**config.mk**
```make
export PLATFORM = sky130hd
export DESIGN_NAME = mem_arbiter
export DESIGN_NICKNAME = d
export VERILOG_FILES = /design/src/rtl/mem_arb_pkg.sv /design/src/rtl/mem_arb_pick.sv /design/src/rtl/mem_arbiter.sv
export SDC_FILE = /design/constraint.sdc
export NUM_CORES = 1
export LEC_CHECK = 0
export BUFFER_PORTS_ARGS = -buffer_cell sky130_fd_sc_hd__buf_2
export CAP_MARGIN = 20
export CORE_MARGIN = 1.5
export CORE_UTILIZATION = 40
export CTS_BUF_LIST = sky130_fd_sc_hd__clkbuf_16
export DETAILED_ROUTE_END_ITERATION = 12
export HOLD_SLACK_MARGIN = 0.06
export PLACE_DENSITY = 0.76
export SLEW_MARGIN = 20
export SYNTH_ARGS = -nofsm -noshare
export SYNTH_HDL_FRONTEND = slang
export SYNTH_SLANG_ARGS = --single-unit
export TNS_END_PERCENT = 1
```
**constraint.sdc**
```tcl
create_clock -name clk_main -period 1.5 [get_ports clk_main]
set_input_delay 0.075 -clock clk_main [delete_from_list [all_inputs] [get_ports clk_main]]
set_output_delay 0.075 -clock clk_main [all_outputs]
set_load 0.02 [all_outputs]
```
**src/rtl/mem_arb_pkg.sv**
```systemverilog
// Shared types for the program/data memory arbiter.
// State encoding and grant identifiers.
package mem_arb_pkg;

  typedef enum logic [1:0] {
    IDLE  = 2'd0,
    ISSUE = 2'd1,
    WAIT  = 2'd2
  } state_t;

  typedef enum logic [1:0] {
    GNT_IF = 2'd0,
    GNT_DM = 2'd1,
    GNT_LD = 2'd2
  } gnt_t;

endpackage

```
**src/rtl/mem_arb_pick.sv**
```systemverilog
// Priority / round-robin picker: loader first,
// then fetch and data alternate on a tie.
module mem_arb_pick
  import mem_arb_pkg::*;
(
  input  logic if_v,
  input  logic dm_v,
  input  logic ld_v,
  input  gnt_t rr_last,
  output logic gnt_v,
  output gnt_t gnt_id
);

  logic dm_win;

  // data wins alone, or on a tie when fetch went last
  assign dm_win = dm_v &&
    (!if_v || rr_last == GNT_IF);

  always_comb begin
    gnt_v  = if_v | dm_v | ld_v;
    gnt_id = GNT_IF;
    unique case (1'b1)
      ld_v:            gnt_id = GNT_LD;
      !ld_v && dm_win: gnt_id = GNT_DM;
      default:         gnt_id = GNT_IF;
    endcase
  end

endmodule

```
**src/rtl/mem_arbiter.sv**
```systemverilog
// Single-port memory arbiter for fetch, data and loader
// with one registered access per three cycles.
module mem_arbiter
  import mem_arb_pkg::*;
#(
  parameter int AW = 6,
  parameter int DW = 16
) (
  input  logic          clk_main,
  input  logic          reset,
  input  logic          if_req,
  input  logic [AW-1:0] if_addr,
  output logic          if_ack,
  input  logic          dm_req,
  input  logic          dm_we,
  input  logic [AW-1:0] dm_addr,
  input  logic [DW-1:0] dm_wdata,
  output logic          dm_ack,
  input  logic          ld_req,
  input  logic          ld_we,
  input  logic [AW-1:0] ld_addr,
  input  logic [DW-1:0] ld_wdata,
  output logic          ld_ack,
  output logic [DW-1:0] rdata,
  output logic          busy,
  output logic          mem_en,
  output logic          mem_we,
  output logic [AW-1:0] mem_addr,
  output logic [DW-1:0] mem_wdata,
  input  logic [DW-1:0] mem_rdata
);

  state_t        state_q, state_d;
  gnt_t          gnt_q, rr_q, pick_id;
  logic          pick_v, grant, we_q;
  logic          sel_we;
  logic [AW-1:0] sel_addr;
  logic [DW-1:0] sel_wdata;

  // a port whose ack is up this cycle is not re-served
  mem_arb_pick u_pick (
    .if_v    (if_req & ~if_ack),
    .dm_v    (dm_req & ~dm_ack),
    .ld_v    (ld_req & ~ld_ack),
    .rr_last (rr_q),
    .gnt_v   (pick_v),
    .gnt_id  (pick_id)
  );

  assign grant = (state_q == IDLE) && pick_v;
  assign busy  = (state_q != IDLE);

  always_comb begin
    sel_we    = 1'b0;
    sel_addr  = if_addr;
    sel_wdata = '0;
    unique case (pick_id)
      GNT_DM: begin
        sel_we    = dm_we;
        sel_addr  = dm_addr;
        sel_wdata = dm_wdata;
      end
      GNT_LD: begin
        sel_we    = ld_we;
        sel_addr  = ld_addr;
        sel_wdata = ld_wdata;
      end
      default: begin
        sel_we    = 1'b0;
        sel_addr  = if_addr;
        sel_wdata = '0;
      end
    endcase
  end

  always_comb begin
    state_d = state_q;
    unique case (state_q)
      IDLE:    if (pick_v) state_d = ISSUE;
      ISSUE:   state_d = WAIT;
      WAIT:    state_d = IDLE;
      default: state_d = IDLE;
    endcase
  end

  always_ff @(posedge clk_main or negedge reset) begin
    if (!reset) begin
      state_q   <= IDLE;
      gnt_q     <= GNT_IF;
      rr_q      <= GNT_DM;
      we_q      <= 1'b0;
      mem_en    <= 1'b0;
      mem_we    <= 1'b0;
      mem_addr  <= '0;
      mem_wdata <= '0;
      rdata     <= '0;
      if_ack    <= 1'b0;
      dm_ack    <= 1'b0;
      ld_ack    <= 1'b0;
    end else begin
      state_q <= state_d;
      mem_en  <= grant;
      mem_we  <= grant & sel_we;
      if (grant) begin
        gnt_q     <= pick_id;
        we_q      <= sel_we;
        mem_addr  <= sel_addr;
        mem_wdata <= sel_wdata;
        if (pick_id != GNT_LD)
          rr_q <= pick_id;
      end
      if_ack <= (state_q == WAIT) && (gnt_q == GNT_IF);
      dm_ack <= (state_q == WAIT) && (gnt_q == GNT_DM);
      ld_ack <= (state_q == WAIT) && (gnt_q == GNT_LD);
      if ((state_q == WAIT) && !we_q)
        rdata <= mem_rdata;
    end
  end

endmodule
```
[After elaboration in Yosys (flattened, before gate mapping)]
Cells that the tools add are included.
Operators by class
  equal/unequal tests: 8
  mux-type cells: 6
  bitwise gates (word level): 9
  reduce and logical (&&, ||, !) cells: 16
Operator list (count)
  $pmux W16 S2: 1
  $pmux W6 S2: 1
  $pmux W2 S2: 2
  $logic_and A1 B1 Y1: 7
  $eq A2 B1 Y1 const B: 3
  $eq A2 B2 Y1 const B: 3
  $logic_not A2 Y1: 3
  $and A1 B1 Y1: 4
  $ne A2 B2 Y1 const B: 2
  $logic_not A1 Y1: 3
  $not A1 Y1: 3
  $mux W2: 1
  $or A1 B1 Y1: 2
  $pmux W1 S2: 1
  $reduce_and A2 Y1: 1
  $reduce_bool A2 Y1: 1
  $logic_or A1 B1 Y1: 1
Word-level totals
  flip-flop bits (word level): 50
  bits of input ports: 73

[Logic depth before layout (Yosys ltp)]
  depth in word-level cells: 10
  mapped depth: 6
  mapped depth without buffers: 5

[Modules after synthesis]
A second synthesis with hierarchy kept.
Unflattened totals
  cell total of the unflattened synthesis: 183
  area total of the unflattened synthesis: 2278.4 sq um
By module, submodules not included
  mem_arbiter: times used 1, cells each 179, area each 2253.4 sq um, seq. area each 1252.5 sq um
  mem_arb_pick: times used 1, cells each 4, area each 25.0 sq um, seq. area each 0.0 sq um

[Least setup slack after synthesis]
OpenSTA, ideal clock, no wires.
  kind: register -> register
  from: register dm_ack
  to: register we_q
  library setup time: 0.126 ns
  arrival: 1.461 ns
  data required time: 1.374 ns
  path slack: -0.087 ns
  stages on the path, launching flop included: 6
  cells stage by stage: dfrtp_1 -> nand2b_2 -> a31o_4 -> clkinv_1 -> and3_1 -> a221o_1
RTL lines
  start, declared: RTL line mem_arbiter.sv:18  | output logic dm_ack,
  start signal, assigned: RTL line mem_arbiter.sv:113  | dm_ack <= (state_q == WAIT) && (gnt_q == GNT_DM);
  $not A1 Y1: RTL line mem_arbiter.sv:43  | .dm_v (dm_req & ~dm_ack),
  $and A1 B1 Y1: RTL line mem_arbiter.sv:43
  $or A1 B1 Y1 (2 in series): RTL line mem_arb_pick.sv:21  | gnt_v = if_v | dm_v | ld_v;
  $logic_and A1 B1 Y1: RTL line mem_arbiter.sv:50  | assign grant = (state_q == IDLE) && pick_v;
  named net grant: RTL line mem_arbiter.sv:35  | logic pick_v, grant, we_q;
  end signal, assigned: RTL line mem_arbiter.sv:106  | we_q <= sel_we;
  end, declared: RTL line mem_arbiter.sv:35
The timed path passes the listed nets, and every way through them passes these cells.
A chain may end at the register's enable or synchronous reset.

[Final worst setup path]
  from: register if_ack
  to: register we_q
On the way
  longest elaborated chain between the ends: 9
Ends and longest elaborated chain
  start, declared: RTL line mem_arbiter.sv:13  | output logic if_ack,
  start signal, assigned: RTL line mem_arbiter.sv:112  | if_ack <= (state_q == WAIT) && (gnt_q == GNT_IF);
  $not A1 Y1 (*): RTL line mem_arbiter.sv:42  | .if_v (if_req & ~if_ack),
  $and A1 B1 Y1 (*): RTL line mem_arbiter.sv:42
  $logic_not A1 Y1: RTL line mem_arb_pick.sv:18  | (!if_v || rr_last == GNT_IF);
  $logic_or A1 B1 Y1: RTL line mem_arb_pick.sv:18
  $logic_and A1 B1 Y1: RTL line mem_arb_pick.sv:17  | assign dm_win = dm_v &&
  $logic_and A1 B1 Y1: RTL line mem_arb_pick.sv:25  | !ld_v && dm_win: gnt_id = GNT_DM;
  $pmux W2 S2: RTL line mem_arb_pick.sv:23  | unique case (1'b1)
  $eq A2 B2 Y1 / $eq A2 B1 Y1 (equally long branches): RTL line mem_arbiter.sv:57  | unique case (pick_id)
  $pmux W1 S2: RTL line mem_arbiter.sv:57
Mark *: on every way between the ends. The rest lies on a longest branch, timed or not.

==> impl_metrics.py <==
metrics = {
    "finish": {
        "post_layout_nonfiller_instances": 401,
        "syn2layout_area_growth_pct": 58.3,
        "multiInputGateArea_um2": 892,
        "fillers": 382,
        "seqCellArea_um2": 1260,
        "drive_gt1_share_pct": 53.2,
        "fin_nets": 403,
        "n_antenna_cell": 0,
    },
    "floorplanning": {
        "die_area_um2": 5900,
        "core_um2": 5170,
        "die_y_um": 76.8,
        "die_x_um": 76.8,
        "start_util_pct": 42.1,
        "rows": 26,
        "io-pin-count": 117,
    },
    "clock_tree": {
        "clockRootBuffer": "clkbuf_16",
        "cts_tree": "built",
        "insertion_delay_ns": 0.28,
        "h-tree-depth": 2,
        "postCtsSetupBuffers": 0,
        "clk_pin_slew_ns": 0.06,
        "cts_made_buffers": 5,
        "cts.path.max_buffers": 2,
        "clock_sinks": 50,
    },
    "hold_path": {
        "whs_endpoint": "mem_wdata[13]$_DFFE_PN0P_",
        "min_from": "ld_wdata[13]",
        "min_path_type": "in -> reg",
        "hold_path_depth": 3,
    },
    "synth": {
        "yosys_warnings": 0,
        "ys_types": 34,
        "synth_commonest_cells": "49 x dfrtp_1, 19 x a21o_1, 16 x mux2_2",
        "syn_inst": 166,
        "netlist_area_um2": 2180,
        "synth.area.top_cells": "dfrtp_1 56%, mux2_2 8.3%, a21o_1 6.5%, a22o_1 6.0%, a21o_2 2.4%",
        "synth_enable_flop_cells": 0,
        "synth_top_area_cell": "dfrtp_1",
        "ys_async_sr_fraction_pct": 100,
        "syn_avg_cell_area_um2": 13.1,
        "synth-seq-cells": 50,
        "yosysTopAreaCellShare_pct": 56.3,
        "yosys.cell_count.top_type": "dfrtp_1",
        "ys_seq_area_share_pct": 57.5,
        "synthFlopType": "dfrtp_1",
        "synth.net_count": 239,
    },
    "sta": {
        "finalSetupViolations": 0,
        "post-route-period-util_pct": 99.8,
        "whs_ns": 0.0794,
        "fin_crit_ns": 1.50,
        "fmax_ghz": 0.668,
        "final-max-slew-violation-count": 0,
        "maxSlewHeadroom_pct": 70.3,
        "tightest_slew_ns": 0.445,
        "setup_tns_ns": 0,
        "fin_skew_ns": 0.00454,
        "grt_setup_unrepaired": "true",
        "final-hold-violation-count": 0,
    },
    "critical_path": {
        "r2r-end": "we_q$_DFFE_PN0P_",
        "r2r_slack_ns": 0.002,
        "crit_chain": "nor2b_1, a211oi_4, and2_4, buf_12, a221o_1",
        "critical_path.top_delay_family": "simple AND/OR/NAND/NOR gates",
        "crit_fanout": 20,
        "critPathSlowestCell": "dfrtp_2",
        "worstSetupEndpointType": "register",
        "reg2reg_from": "if_ack$_DFF_PN0_",
        "path_class": "reg -> reg",
        "worst_path_largest_cell_delay_ns": 0.41,
        "critPathBufInv": 1,
        "worst_ep_arrival_time_ns": 1.66,
        "cp.required_ns": 1.66,
        "cp-start-kind": "register",
        "reg2reg_depth": 5,
    },
    "routing": {
        "dr.first_iter.drc_count": 73,
        "dr_total_vias": 1978,
        "drc_errors": 0,
        "vias_per_cell": 4.93,
        "wl_per_cell_um": 14.5,
        "firstDrtPassIters": 4,
        "ant_nets": 0,
        "drt-total-wl_um": 5800,
    },
    "pwr": {
        "max-vdd-ir-drop_v": 0.00102,
        "power_density_nw_per_um2": 1960,
        "p_leak_nw": 1.82,
    },
    "placed_design": {
        "routabilityCongestion": 0.801,
        "dp_cells": 358,
        "port_buffers": 116,
        "hpwlAfterDp_um": 3800,
    },
    "grt": {
        "grt.total_usage_pct": 20.1,
        "grt_pass1_wl_um": 9560,
        "first_global_vias": 2043,
        "overflow": 0,
        "grt_antenna_before_repair": 0,
        "grt_max_degree": 21,
    },
    "outcome": {
        "status": "completed",
    },
    "job": {
        "cap_violations": 0,
    },
}
==> state kept, by name (all words and copies together), names as in the netlist <==
signal	flops
rr_q	2
ld_ack	1
if_ack	1
dm_ack	1
mem_we	1
mem_en	1
mem_addr	6
gnt_q	2
state_q	2
rdata	16
mem_wdata	16
we_q	1
==> logic make-up (layout without fill, tap and decap cells) <==
family | count (synthesis) | count (layout) | synth area share (%)
simple gates | 23 | 23 | 6.49
mux | 16 | 16 | 8.27
flops | 50 | 50 | 57.5
compound gates | 67 | 68 | 24.4
buf+inv | 10 | 174 | 3.33
==> where the power goes <==
part | switching, mW | internal, mW | total, mW
Clock | 0.456 | 0.612 | 1.07
Sequential | 0.314 | 1.97 | 2.28
Combinational | 1.79 | 1.64 | 3.43
Total | 2.56 | 4.22 | 6.77
==> what timing repair did <==
item                       4_1_cts  5_1_grt
gates cloned                     1        0
resized for setup                4        3
setup endpoints to repair        9       20
hold endpoints to repair        51        0
pin swaps                        1        1
hold buffers                    34        0
==> worst reg2reg max path: stages, from the launching register on <==
cell and delay (ns):
dfrtp_2 0.41, nor2b_1 0.26, a211oi_4 0.11, and2_4 0.16
buf_12 0.15, a221o_1 0.28
==> area by class of cell <==
type / instances / share of cell area [%]
well taps: 70 / 2.54
multi-input cells: 107 / 25.9
flip-flops and latches: 50 / 36.4
inverters: 2 / 0.218
clock inverters: 3 / 0.472
clock buffers: 5 / 3.63
repair buffers: 164 / 30.8
==> cells in the final DEF, fill, tap and decap left out, drive strengths merged, types with 2 or more instances in the layout <==
cell type and instances:
nor2b 2, o22a 6, a21oi 3, nor3b 2, o22ai 6, dlygate4sd3 34, inv 3, nand2b 4
a31o 2, clkinv 2, dfrtp 49, o21ai 7, nor2 8, mux2 16, buf 130, or2 2
a22o 16, a21o 25, clkbuf 5
==> through the flow <==
step / setup WS [ns] / util (%) / power, mW / cell area (um2)
after detailed placement: -0.0830 / 56.7 / 5.55 / 2930
after CTS: 0.00555 / 66.5 / 6.82 / 3440
after global placement: -0.0209 / 56.7 / 5.48 / 2930
final: 0.00232 / 66.7 / 6.77 / 3450
after global routing: -0.0351 / 66.7 / 7.19 / 3450
after floorplan: -0.0323 / - / 4.48 / 2190
==> layer usage <==
| metal | up-vias | routed length (um) | part of all wire, % | global-route usage, % |
|---|---|---|---|---|
| met1 | 950 | 2500 | 43 | 24.7 |
| met5 | - | 0 | 0 | 0 |
| met4 | 0 | 25 | 0.43 | 4.44 |
| met2 | 76 | 2890 | 50 | 35.4 |
| met3 | 2 | 386 | 6.7 | 5.12 |
| li1 | 950 | - | - | - |
==> how the worst max path moves through the flow <==
stage               depth (start not counted)  slack, ns                        end                    from
floorplan                                   6      -0.03  mem_wdata[10]$_DFFE_PN0P_  state_q[0]$_DFFE_PN0P_
CTS                                         5      0.006           we_q$_DFFE_PN0P_        if_ack$_DFF_PN0_
global route                                5      -0.04           we_q$_DFFE_PN0P_        if_ack$_DFF_PN0_
global placement                            5      -0.02           we_q$_DFFE_PN0P_        if_ack$_DFF_PN0_
finish                                      5      0.002           we_q$_DFFE_PN0P_        if_ack$_DFF_PN0_
detailed placement                          5      -0.08           we_q$_DFFE_PN0P_        if_ack$_DFF_PN0_
(Power assumes the default switching activity.)
